$ cat src/rtl/pipe_ctrl.sv
// Stall/flush sequencer for the 5-stage pipeline: arbitrates data-bus wait,
// multi-cycle unit occupancy, redirects and load-use hazards.
module pipe_ctrl #(
   parameter int unsigned ADDR_WIDTH = 32,
   parameter int unsigned MC_TIMEOUT = 64,
   parameter int unsigned CNT_WIDTH  = 16
) (
   input  logic                  clk,
   input  logic                  rst_n,
   input  logic                  mem_wait,
   input  logic                  mc_start,
   input  logic                  mc_done,
   input  logic                  jump_req,
   input  logic [ADDR_WIDTH-1:0] jump_addr,
   input  logic                  ex_is_load,
   input  logic [4:0]            ex_rd,
   input  logic [4:0]            id_rs1,
   input  logic [4:0]            id_rs2,
   input  logic                  id_rs1_used,
   input  logic                  id_rs2_used,
   output logic                  hold_pc,
   output logic                  hold_if_id,
   output logic                  hold_id_ex,
   output logic                  hold_ex_mem,
   output logic                  hold_mem_wb,
   output logic                  flush_if_id,
   output logic                  flush_id_ex,
   output logic                  pc_load,
   output logic [ADDR_WIDTH-1:0] pc_load_addr,
   output logic                  mc_err,
   output logic [1:0]            busy_state,
   output logic [CNT_WIDTH-1:0]  stall_cnt
);

   typedef enum logic [1:0] {
      RUN     = 2'd0,
      MC_WAIT = 2'd1,
      MC_ERR  = 2'd2
   } state_t;

   localparam logic [CNT_WIDTH-1:0] TO_LAST = CNT_WIDTH'(MC_TIMEOUT - 1);

   state_t               state, state_nxt;
   logic [CNT_WIDTH-1:0] to_cnt, to_cnt_nxt;
   logic                 done_pend;
   logic                 done_seen;
   logic                 lu;

   assign lu = ex_is_load && (ex_rd != 5'd0) &&
               ((id_rs1_used && (id_rs1 == ex_rd)) ||
                (id_rs2_used && (id_rs2 == ex_rd)));

   // mc_done arriving while the bus stalls is remembered until the FSM may move
   assign done_seen = mc_done || done_pend;

   always_ff @(posedge clk or negedge rst_n) begin
      if (!rst_n) begin
         state     <= RUN;
         to_cnt    <= '0;
         done_pend <= 1'b0;
         mc_err    <= 1'b0;
      end else begin
         state  <= state_nxt;
         to_cnt <= to_cnt_nxt;
         mc_err <= (state_nxt == MC_ERR) && (state != MC_ERR);
         if (!mem_wait)
            done_pend <= 1'b0;
         else if (mc_done && (state == MC_WAIT))
            done_pend <= 1'b1;
      end
   end

   always_comb begin
      state_nxt  = state;
      to_cnt_nxt = to_cnt;
      if (!mem_wait) begin
         case (state)
            RUN: begin
               if (mc_start && !jump_req) begin
                  state_nxt  = MC_WAIT;
                  to_cnt_nxt = '0;
               end
            end
            MC_WAIT: begin
               if (done_seen)
                  state_nxt = RUN;
               else if (to_cnt == TO_LAST)
                  state_nxt = MC_ERR;
               else
                  to_cnt_nxt = to_cnt + 1'b1;
            end
            MC_ERR:  state_nxt = RUN;
            default: state_nxt = RUN;
         endcase
      end
   end

   always_comb begin
      hold_pc      = 1'b0;
      hold_if_id   = 1'b0;
      hold_id_ex   = 1'b0;
      hold_ex_mem  = 1'b0;
      hold_mem_wb  = 1'b0;
      flush_if_id  = 1'b0;
      flush_id_ex  = 1'b0;
      pc_load      = 1'b0;
      pc_load_addr = '0;
      if (rst_n) begin
         if (mem_wait) begin
            hold_pc     = 1'b1;
            hold_if_id  = 1'b1;
            hold_id_ex  = 1'b1;
            hold_ex_mem = 1'b1;
            hold_mem_wb = 1'b1;
         end else begin
            case (state)
               MC_WAIT: begin
                  hold_pc     = 1'b1;
                  hold_if_id  = 1'b1;
                  hold_id_ex  = 1'b1;
                  hold_ex_mem = 1'b1;
               end
               MC_ERR: begin
                  hold_pc     = 1'b1;
                  hold_if_id  = 1'b1;
                  flush_id_ex = 1'b1;
               end
               default: begin
                  if (jump_req) begin
                     pc_load      = 1'b1;
                     pc_load_addr = jump_addr;
                     flush_if_id  = 1'b1;
                     flush_id_ex  = 1'b1;
                  end else if (mc_start) begin
                     hold_pc     = 1'b1;
                     hold_if_id  = 1'b1;
                     hold_id_ex  = 1'b1;
                     hold_ex_mem = 1'b1;
                  end else if (lu) begin
                     hold_pc     = 1'b1;
                     hold_if_id  = 1'b1;
                     flush_id_ex = 1'b1;
                  end
               end
            endcase
         end
      end
   end

   always_ff @(posedge clk or negedge rst_n) begin
      if (!rst_n)
         stall_cnt <= '0;
      else if (hold_pc && (stall_cnt != '1))
         stall_cnt <= stall_cnt + 1'b1;
   end

   assign busy_state = state;

endmodule

$ cat config.mk
export PLATFORM = sky130hd
export DESIGN_NAME = pipe_ctrl
export DESIGN_NICKNAME = d
export VERILOG_FILES = /design/src/rtl/pipe_ctrl.sv
export SDC_FILE = /design/constraint.sdc
export NUM_CORES = 1
export LEC_CHECK = 0
export ABC_AREA = 1
export CAP_MARGIN = 20
export CORE_MARGIN = 2
export CORE_UTILIZATION = 47
export CTS_CLUSTER_DIAMETER = 40
export DETAILED_ROUTE_END_ITERATION = 10
export PLACE_DENSITY_LB_ADDON = 0.3
export RECOVER_POWER = 50
export SETUP_SLACK_MARGIN = 0.4
export SYNTH_ARGS = -nofsm -noshare
export SYNTH_HDL_FRONTEND = slang
export SYNTH_SLANG_ARGS = --single-unit
$ cat constraint.sdc
create_clock -name clk -period 2.4 [get_ports clk]
set_input_delay 0.36 -clock clk [delete_from_list [all_inputs] [get_ports clk]]
set_output_delay 0.36 -clock clk [all_outputs]
set_load 0.01 [all_outputs]
==> results of run 1 <==
[worst paths after layout]
kind                                    endpoint          start  slack (ns)  depth (start not counted)
worst min register to register        to_cnt[13]     to_cnt[13]        0.53                          2
min in group clk                      to_cnt[13]     to_cnt[13]        0.53                          2
worst max register to register        to_cnt[15]  busy_state[1]        0.26                         12
max in group asynchronous           stall_cnt[1]          rst_n        1.30                          2
worst max-delay path            pc_load_addr[22]       mem_wait        0.21                          6
worst min-delay path                stall_cnt[2]          rst_n        0.53                          2
[registers in the layout (all words and copies together), names as in the netlist]
register    count
stall_cnt      16
busy_state      2
mc_err          1
done_pend       1
to_cnt         16
[cell usage after synthesis]
master / number
buf_6: 4
nand2_4: 3
nand4_4: 1
inv_1: 70
inv_2: 6
nand2_1: 128
clkbuf_1: 4
nand2_2: 1
ha_1: 5
o21ai_2: 6
nor2_1: 81
a31oi_1: 1
o21ai_1: 1
dfrtp_1: 36
nand4_2: 1
a21oi_1: 3
xnor2_1: 4
nand3_2: 1
and3_1: 1
nand3_1: 39
or2_1: 1
buf_4: 3
nand4_1: 3
o21ai_0: 4
nor3_2: 1
buf_2: 2
nor4_1: 2
nor3_1: 9
xor2_1: 21
[metrics by stage]
step                      power, mW  area, um2  worst slack [ns]
after floorplan                1.27       2820             0.446
after global placement         1.65       4060           0.00916
after detailed placement       1.68       4060          -0.00871
after CTS                      2.18       4140             0.343
after global routing           2.41       4560            0.0230
final                          2.27       4560             0.206
[timing repair]
action | 4_1_cts | 5_1_grt
pin swaps | 4 | 7
endpoints found under the setup margin | 39 | 61
gates resized for setup | 184 | 70
buffers inserted | 6 | 6
cloned | 2 | 3
[layout make-up]
class / count / area [um2]
Sequential cell: 36 / 901
Clock buffer: 8 / 90.1
Fill cell: 396 / 1290
Timing Repair Buffer: 142 / 1400
Multi-Input combinational cell: 318 / 1780
Inverter: 76 / 298
Tap cell: 75 / 93.8
[worst register-to-register path: cells and delay by family, from the launching register on]
family	cells	cell delay [ns]
AO/OA/AOI/OAI	1	0.12
buffers and inverters	5	0.77
AND/OR/NAND/NOR	5	0.58
adder cells (fa/ha/maj)	1	0.14
flip-flops	1	0.40
[routing by layer]
metal	vias to the layer above	wire length [um]	part of all wire, %
met3	29	753	7.8
met5	-	0	0
met2	127	4750	50
li1	1618	-	-
met1	1527	3760	39
met4	0	324	3.4
[cells by family (layout without fill, tap and decap cells)]
| kind of cell | after synthesis | in the layout | share of synthesized area, % |
|---|---|---|---|
| and+or+nand+nor | 272 | 273 | 41.2 |
| adders and majority gates | 5 | 5 | 2.22 |
| buffers and inverters | 89 | 226 | 13.4 |
| DFF | 36 | 36 | 31.9 |
| AOI/OAI and AO/OA | 15 | 15 | 3.50 |
| xor gates and xnor gates | 25 | 25 | 7.76 |
[power breakdown]
group	leakage (nW)	internal (mW)	switching (mW)
clock	0.0455	0.234	0.224
sequential	0.493	0.689	0.0910
combinational	1.90	0.473	0.562
total	2.44	1.40	0.877
[cells in the final DEF, fill, tap and decap left out, drive strengths merged]
cell type / synthesis / layout
or2: 1 / 1
o21ai: 11 / 11
nand4: 5 / 5
nand3: 40 / 40
dlygate4sd2: 0 / 5
a31oi: 1 / 1
a21oi: 3 / 3
nor3: 10 / 10
nand2: 132 / 133
dlygate4sd3: 0 / 19
and3: 1 / 1
nor4: 2 / 2
xnor2: 4 / 4
dlymetal6s2s: 0 / 4
inv: 76 / 75
bufbuf: 0 / 1
clkbuf: 4 / 14
buf: 9 / 61
clkinv: 0 / 1
nor2: 81 / 81
xor2: 21 / 21
ha: 5 / 5
dfrtp: 36 / 36
clkdlybuf4s50: 0 / 46
==> flow_summary.ini, run 1 <==
[synth]
syn_nets = 503
synth-seq-cells = 36
synth_area_um2 = 2820
yosysTopAreaCell = dfrtp_1
syn_avg_cell_area_um2 = 6.38
synth_top_area_share_pct = 31.9
syn_inst = 442
ys_warn_count = 0
ys_seq_area_share_pct = 31.9
synthDistinctLibCells = 29
ys_top_cells_by_area = dfrtp_1 (32%), nand2_1 (17%), nor2_1 (11%)

[clock_tree]
tritoncts = built
cts.sinks = 36
cts-root-buf = clkbuf_8
numCtsBuffers = 5
clock_latency_ns = 0.30
clk_pin_slew_ns = 0.07
clock_path_buffers = 2
h-tree-depth = 2
holdBufCountCts = 0

[global_route]
grt_use_total_pct = 24.4
grt_max_degree = 37
use_met2_pct = 43.4
met3_usage_pct = 5.93
use_met1_pct = 28.9
grt_pass1_vias = 2831
overflow = 0
antenna_found_initial = 0
grt_pass1_wl_mm = 12.6
busiest_layer = met2

[placement]
gp_congestion = 0.832
hpwl_mm = 6.07
numPortBuffers = 114
place_inst = 630

[timing]
rsz0062_at_grt = yes
relSlewSlack_pct = 40.6
finalSetupViolations = 0
max_freq_mhz = 456
fin_setup_tns_ns = 0
final_max_slew_viol_count = 0
period_share_pct = 91.4
period_minus_slack_ns = 2.19
hold_violations = 0
hold_ws_ns = 0.525
finClkSkew_ns = 0.00886
worst_slew_pin_slew_ns = 0.891

[detailed_routing]
via_count = 3301
wire_per_inst_um = 14.6
antenna_left = 0
drcViolationCount = 0
via_per_inst = 5.04
first_pass_iters = 4
drt_iter0_drc = 173
finalWirelength_mm = 9.59

[power]
ir_worst_vdd_uv = 378
p_leak_nw = 2.44
powerDensity_nw_per_um2 = 498

[worst_setup_path]
cp_max_fo = 8
path_class = input port to output pin
slowest_stage = dlygate4sd3_1
setup.worst_path.start_class = input port
path_cells = dlygate4sd3_1 > nor2_4 > nand3_4 > bufbuf_16 > nor2_1 > buf_2
critPathBufInv = 3
crit_path_max_incr_delay_ns = 0.59
worstPathRequired_ns = 2.04
arrival_ns = 1.83
cp_top_family = buffers and inverters
end_kind = output pin

[finish]
fin_cells = 655
area_growth_pct = 61.6
antenna_cells = 0
layout.nets = 640
drive_above_1_share_pct = 22.2
fin_util_pct = 78.0

[job]
cap_violations = 0

[die]
core-area_um2 = 5850
die_w_um = 81.5
die_h_um = 81.5
initial_core_util_pct = 48.2
io_pins = 115
row_count = 28
die-area_um2 = 6640

[status]
run_status = complete, no violations

[hold_path]
hp-class = input port to asynchronous set/reset pin
(Power assumes the default switching activity.)
==> inputs of run 2 (changes only) <==
--- a/config.mk
+++ b/config.mk
@@ -11,6 +11,7 @@
 export CORE_UTILIZATION = 47
 export CTS_CLUSTER_DIAMETER = 40
 export DETAILED_ROUTE_END_ITERATION = 10
+export GPL_TIMING_DRIVEN = 0
 export PLACE_DENSITY_LB_ADDON = 0.3
 export RECOVER_POWER = 50
 export SETUP_SLACK_MARGIN = 0.4
==> run 2 against run 1 <==
  * The flow now finishes with violations (max-capacitance violations, max-slew violations)
  * Critical path depth rose by 3
  * Sequential share of layout area rose by 0.93 points
  * Via count rose by 0.45%
  * Combinational power rose by 5%
  * Global-route usage rose by 1.2 points
  * Die area did not move
  * Core utilization fell by 3.5 points
==> flow_summary.ini, run 2 (synthesis gave the netlist of run 1 again) <==
[global_route]
antenna_found_initial = 0
grt_max_degree = 42
grt_pass1_vias = 2865
overflow = 0
grt_pass1_wl_mm = 13.3
grt_use_total_pct = 25.6

[clock_tree]
clk_pin_slew_ns = 0.07
h-tree-depth = 2
cts-root-buf = clkbuf_8
numCtsBuffers = 5
clock_path_buffers = 2
cts.sinks = 36
clock_latency_ns = 0.30
tritoncts = built

[finish]
layout.nets = 646
fin_util_pct = 74.4
area_growth_pct = 54.4
layout_commonest_cell = nand2_1
seqCellArea_um2 = 901
layout_common_cells = nand2_1 (127), nor2_1 (69), inv_1 (66), nand3_1 (37)
antenna_cells = 0
fin_cells = 661
drive_above_1_share_pct = 20.0
num-fill-cells = 443
multi_input_area_um2 = 1640

[worst_setup_path]
path_class = flip-flop to output pin
arrival_ns = 1.86
worstPathRequired_ns = 2.04
cp_max_fo = 4
setup.worst_path.start_class = flip-flop
end_kind = output pin

[timing]
relSlewSlack_pct = -1.61
hold_ws_ns = 0.458
max_freq_mhz = 451
fin_setup_tns_ns = 0
worst_slew_pin_slew_ns = 1.52
rsz0062_at_grt = yes
finalSetupViolations = 0
final_max_slew_viol_count = 30
period_minus_slack_ns = 2.22
hold_violations = 0
period_share_pct = 92.4
finClkSkew_ns = 0.00645

[placement]
place_inst = 631
hpwl_mm = 6.28
gp_congestion = 0.902
numPortBuffers = 114

[die]
die_w_um = 81.5
core-area_um2 = 5850
die_h_um = 81.5
initial_core_util_pct = 48.2
die-area_um2 = 6640
row_count = 28
io_pins = 115

[detailed_routing]
drcViolationCount = 0
antenna_left = 0
via_per_inst = 5.02
drt_iter0_drc = 134
first_pass_iters = 4
via_count = 3316
finalWirelength_mm = 9.32
wire_per_inst_um = 14.1

[power]
powerDensity_nw_per_um2 = 554
ir_worst_vdd_uv = 319
total_power_mw = 2.41
p_leak_nw = 2.42

[status]
violations = max-capacitance violations, max-slew violations
run_status = finished, violations left

[hold_path]
hp-class = input port to flip-flop

[job]
cap_violations = 1
## run 2: cell type report
class	instances	share of cell area, %
clock inverter	2	0.804
clock buffer	6	1.67
multi-input combinational	317	37.6
tap	75	2.15
inverter	76	6.61
sequential	36	20.7
timing repair buffer	136	27.0
buffer	13	3.50
## run 2: per-stage QoR
step / area, um2 / setup slack [ns]
after floorplan: 2820 / 0.446
after global placement: 4060 / -1.63
after detailed placement: 4050 / -0.497
after CTS: 4260 / 0.333
after global routing: 4360 / 0.117
final: 4360 / 0.182
## run 2: routing by layer
| layer | global-route usage, % | share of wire [%] | vias up |
|---|---|---|---|
| met5 | 0 | 0 | - |
| met4 | 6.27 | 2.4 | 0 |
| met3 | 6.37 | 8.2 | 18 |
| met2 | 47.0 | 50 | 137 |
| met1 | 29.6 | 39 | 1536 |
| li1 | - | - | 1625 |
## run 2: what timing repair did
item | CTS | global route
resized for setup | 221 | 23
setup buffers | 14 | 3
endpoints found under the hold margin | 0 | 29
cloned | 3 | 0
pin swaps | 12 | 5
hold buffers | 0 | 2
endpoints found under the setup margin | 40 | 40
## run 2: worst paths after layout
check / depth (start not counted) / to / from / slack, ns
hold / removal: 3 / done_pend / mem_wait / 0.46
min in group asynchronous: 2 / stall_cnt[6] / rst_n / 0.88
setup reg to reg: 12 / stall_cnt[6] / busy_state[1] / 0.36
hold reg to reg: 2 / to_cnt[13] / to_cnt[13] / 0.52
setup / recovery: 9 / hold_pc / busy_state[1] / 0.18
max in group asynchronous: 2 / stall_cnt[5] / rst_n / 0.64
## run 2: report_power, final
| group | leakage (nW) | switching, mW | internal (mW) |
|---|---|---|---|
| registers | 0.493 | 0.0931 | 0.689 |
| clock network | 0.0552 | 0.232 | 0.308 |
| logic | 1.87 | 0.565 | 0.526 |
| total | 2.42 | 0.890 | 1.52 |
## run 2: critical path: stages, from the launching register on
cell and delay (ns):
dfrtp_1 0.36, inv_1 0.07, ha_1 0.35, nor2_4 0.14, nand2_1 0.08, nand2_2 0.13
nand2_4 0.08, buf_6 0.13, buf_6 0.11, buf_6 0.11
==> inputs of run 3 (changes only) <==
--- a/config.mk
+++ b/config.mk
@@ -7,7 +7,6 @@
 export LEC_CHECK = 0
 export ABC_AREA = 1
 export CAP_MARGIN = 20
-export CORE_MARGIN = 2
 export CORE_UTILIZATION = 47
 export CTS_CLUSTER_DIAMETER = 40
 export DETAILED_ROUTE_END_ITERATION = 10
==> run 3 against run 2 <==
  * Setup slack lost 0.020 ns
  * Cell count shrank 0.76%
  * Sequential power about the same
  * The run ends with negative hold slack left
  * Combinational power about the same
  * Clock power down 16%
  * Die area down 4.8%
  * Sequential share of layout area fell by 0.48 points
  * Critical endpoint is now pc_load_addr[19]
==> flow_summary.ini, run 3 (synthesis gave the netlist of run 1 again) <==
[clock_tree]
clock_latency_ns = 0.29
tritoncts = built
clock_path_buffers = 2
holdBufCountCts = 0
numCtsBuffers = 5
clk_pin_slew_ns = 0.08
cts.sinks = 36
cts-root-buf = clkbuf_8
h-tree-depth = 2

[power]
p_int_mw = 1.45
pwr-share-seq_pct = 33.4
p_leak_nw = 2.45
p_switching_mw = 0.895
ir_worst_vdd_uv = 431
powerDensity_nw_per_um2 = 526
switching_share_pct = 38.2
p_clk_share_pct = 19.3
total_power_mw = 2.34
p_comb_share_pct = 47.3

[timing]
fin_setup_tns_ns = 0
period_minus_slack_ns = 2.24
period_share_pct = 93.2
final_max_slew_viol_count = 0
finClkSkew_ns = 0.0100
rsz0062_at_grt = yes
max_freq_mhz = 447
worst_slew_pin_slew_ns = 0.520
relSlewSlack_pct = 65.1
layout_setup_ws_ns = 0.162
hold_violations = 36
hold_ws_ns = -0.0356
finalSetupViolations = 0

[placement]
preCtsSetupSlack_ns = -0.544
place_area_um2 = 4050
place_inst = 628
numPortBuffers = 114
hpwl_mm = 6.21
gp_congestion = 0.890

[detailed_routing]
first_pass_iters = 6
drcViolationCount = 0
via_per_inst = 5.17
finalWirelength_mm = 9.64
via_count = 3392
antenna_left = 0
wire_per_inst_um = 14.7
drt_iter0_drc = 281

[die]
row_count = 27
die-area_um2 = 6320
initial_core_util_pct = 50.0
io_pins = 115
core-area_um2 = 5640
die_h_um = 79.5
die_w_um = 79.5

[worst_setup_path]
r2r_cells = 9
path_class = flip-flop to output pin
worstReg2RegEnd = to_cnt[9]
cp_max_fo = 6
setup.worst_path.start_class = flip-flop
reg2reg_slack_ns = 0.25
worstPathRequired_ns = 2.04
r2r-start = to_cnt[0]
arrival_ns = 1.88
end_kind = output pin

[global_route]
grt_pass1_wl_mm = 13.8
overflow = 0
grt_max_degree = 42
antenna_found_initial = 0
grt_use_total_pct = 27.7
grt_pass1_vias = 2997

[finish]
area_growth_pct = 58.0
final_cell_area_um2 = 4460
fin_cells = 656
fin_util_pct = 79.0
layout_common_cells = nand2_1 (130), inv_1 (66), nor2_1 (62), clkdlybuf4s50_1 (38), nand3_1 (37)
antenna_cells = 0
layout_commonest_cell = nand2_1
layout.nets = 644
drive_above_1_share_pct = 21.4

[status]
run_status = finished, violations left
violations = negative hold slack

[hold_path]
hp-class = input port to asynchronous set/reset pin

[job]
cap_violations = 0
-- run 3: cell count changes in the layout (fill, tap and decap cells not counted), moves of 2 or more --
cell and change:
nor2_4 +10, buf_2 -7, nor2_1 -7, buf_4 +5
clkbuf_1 -5, buf_6 +4, nand2_1 +3, nand2_2 -3
nor2_2 -3, clkbuf_8 -2, clkdlybuf4s50_1 +2, dlygate4sd2_1 -2
dlygate4sd3_1 -2, dlymetal6s2s_1 +2
-- run 3: worst max-delay path by stage --
| stage | from | end | slack (ns) | depth (start not counted) |
|---|---|---|---|---|
| CTS | busy_state[0] | pc_load_addr[13] | 0.27 | 8 |
| global route | busy_state[1] | pc_load_addr[19] | 0.07 | 8 |
| global placement | rst_n | pc_load | -1.68 | 6 |
| finish | busy_state[1] | pc_load_addr[19] | 0.16 | 8 |
| detailed placement | rst_n | pc_load | -0.54 | 6 |
| floorplan | busy_state[1] | pc_load | 0.45 | 7 |
-- run 3: worst max-delay path, cell delays in order, from the launching register on --
cell and delay [ns]:
dfrtp_1 0.40, inv_1 0.12, ha_4 0.23, nor2_4 0.13, nand3_4 0.15, buf_8 0.18, buf_4 0.13, nor2_1 0.10
buf_2 0.14
-- run 3: metal layers --
layer | up-vias | share of wire, % | GRT usage, %
met5 | - | 0 | 0
met4 | 0 | 2.6 | 6.18
met3 | 28 | 4.6 | 3.43
met2 | 131 | 54 | 51.0
met1 | 1616 | 39 | 33.9
li1 | 1617 | - | -
-- run 3: final cells by class --
class | instances | area, um2
buffer | 13 | 149
clock buffer | 6 | 82.6
clock inverter | 2 | 10.0
fill | 389 | 1180
inverter | 76 | 285
multi-input combinational | 317 | 1700
sequential | 36 | 901
tap | 72 | 90.1
timing repair buffer | 134 | 1240
-- run 3: timing repair --
| item | 4_1_cts | 5_1_grt |
|---|---|---|
| pin swaps | 12 | 12 |
| gates resized for setup | 214 | 46 |
| gates cloned | 1 | 1 |
| setup endpoints to repair | 40 | 52 |
| buffers inserted | 15 | 3 |
-- run 3: power by group through the flow --
stage / registers, mW / logic (mW) / clock network, mW
2_1_floorplan: 0.794 / 0.472 / 0
5_1_grt: 0.795 / 1.20 / 0.484
4_1_cts: 0.782 / 1.03 / 0.456
3_5_place_dp: 0.794 / 0.876 / 0
3_3_place_gp: 0.789 / 0.844 / 0
6_report: 0.782 / 1.11 / 0.453
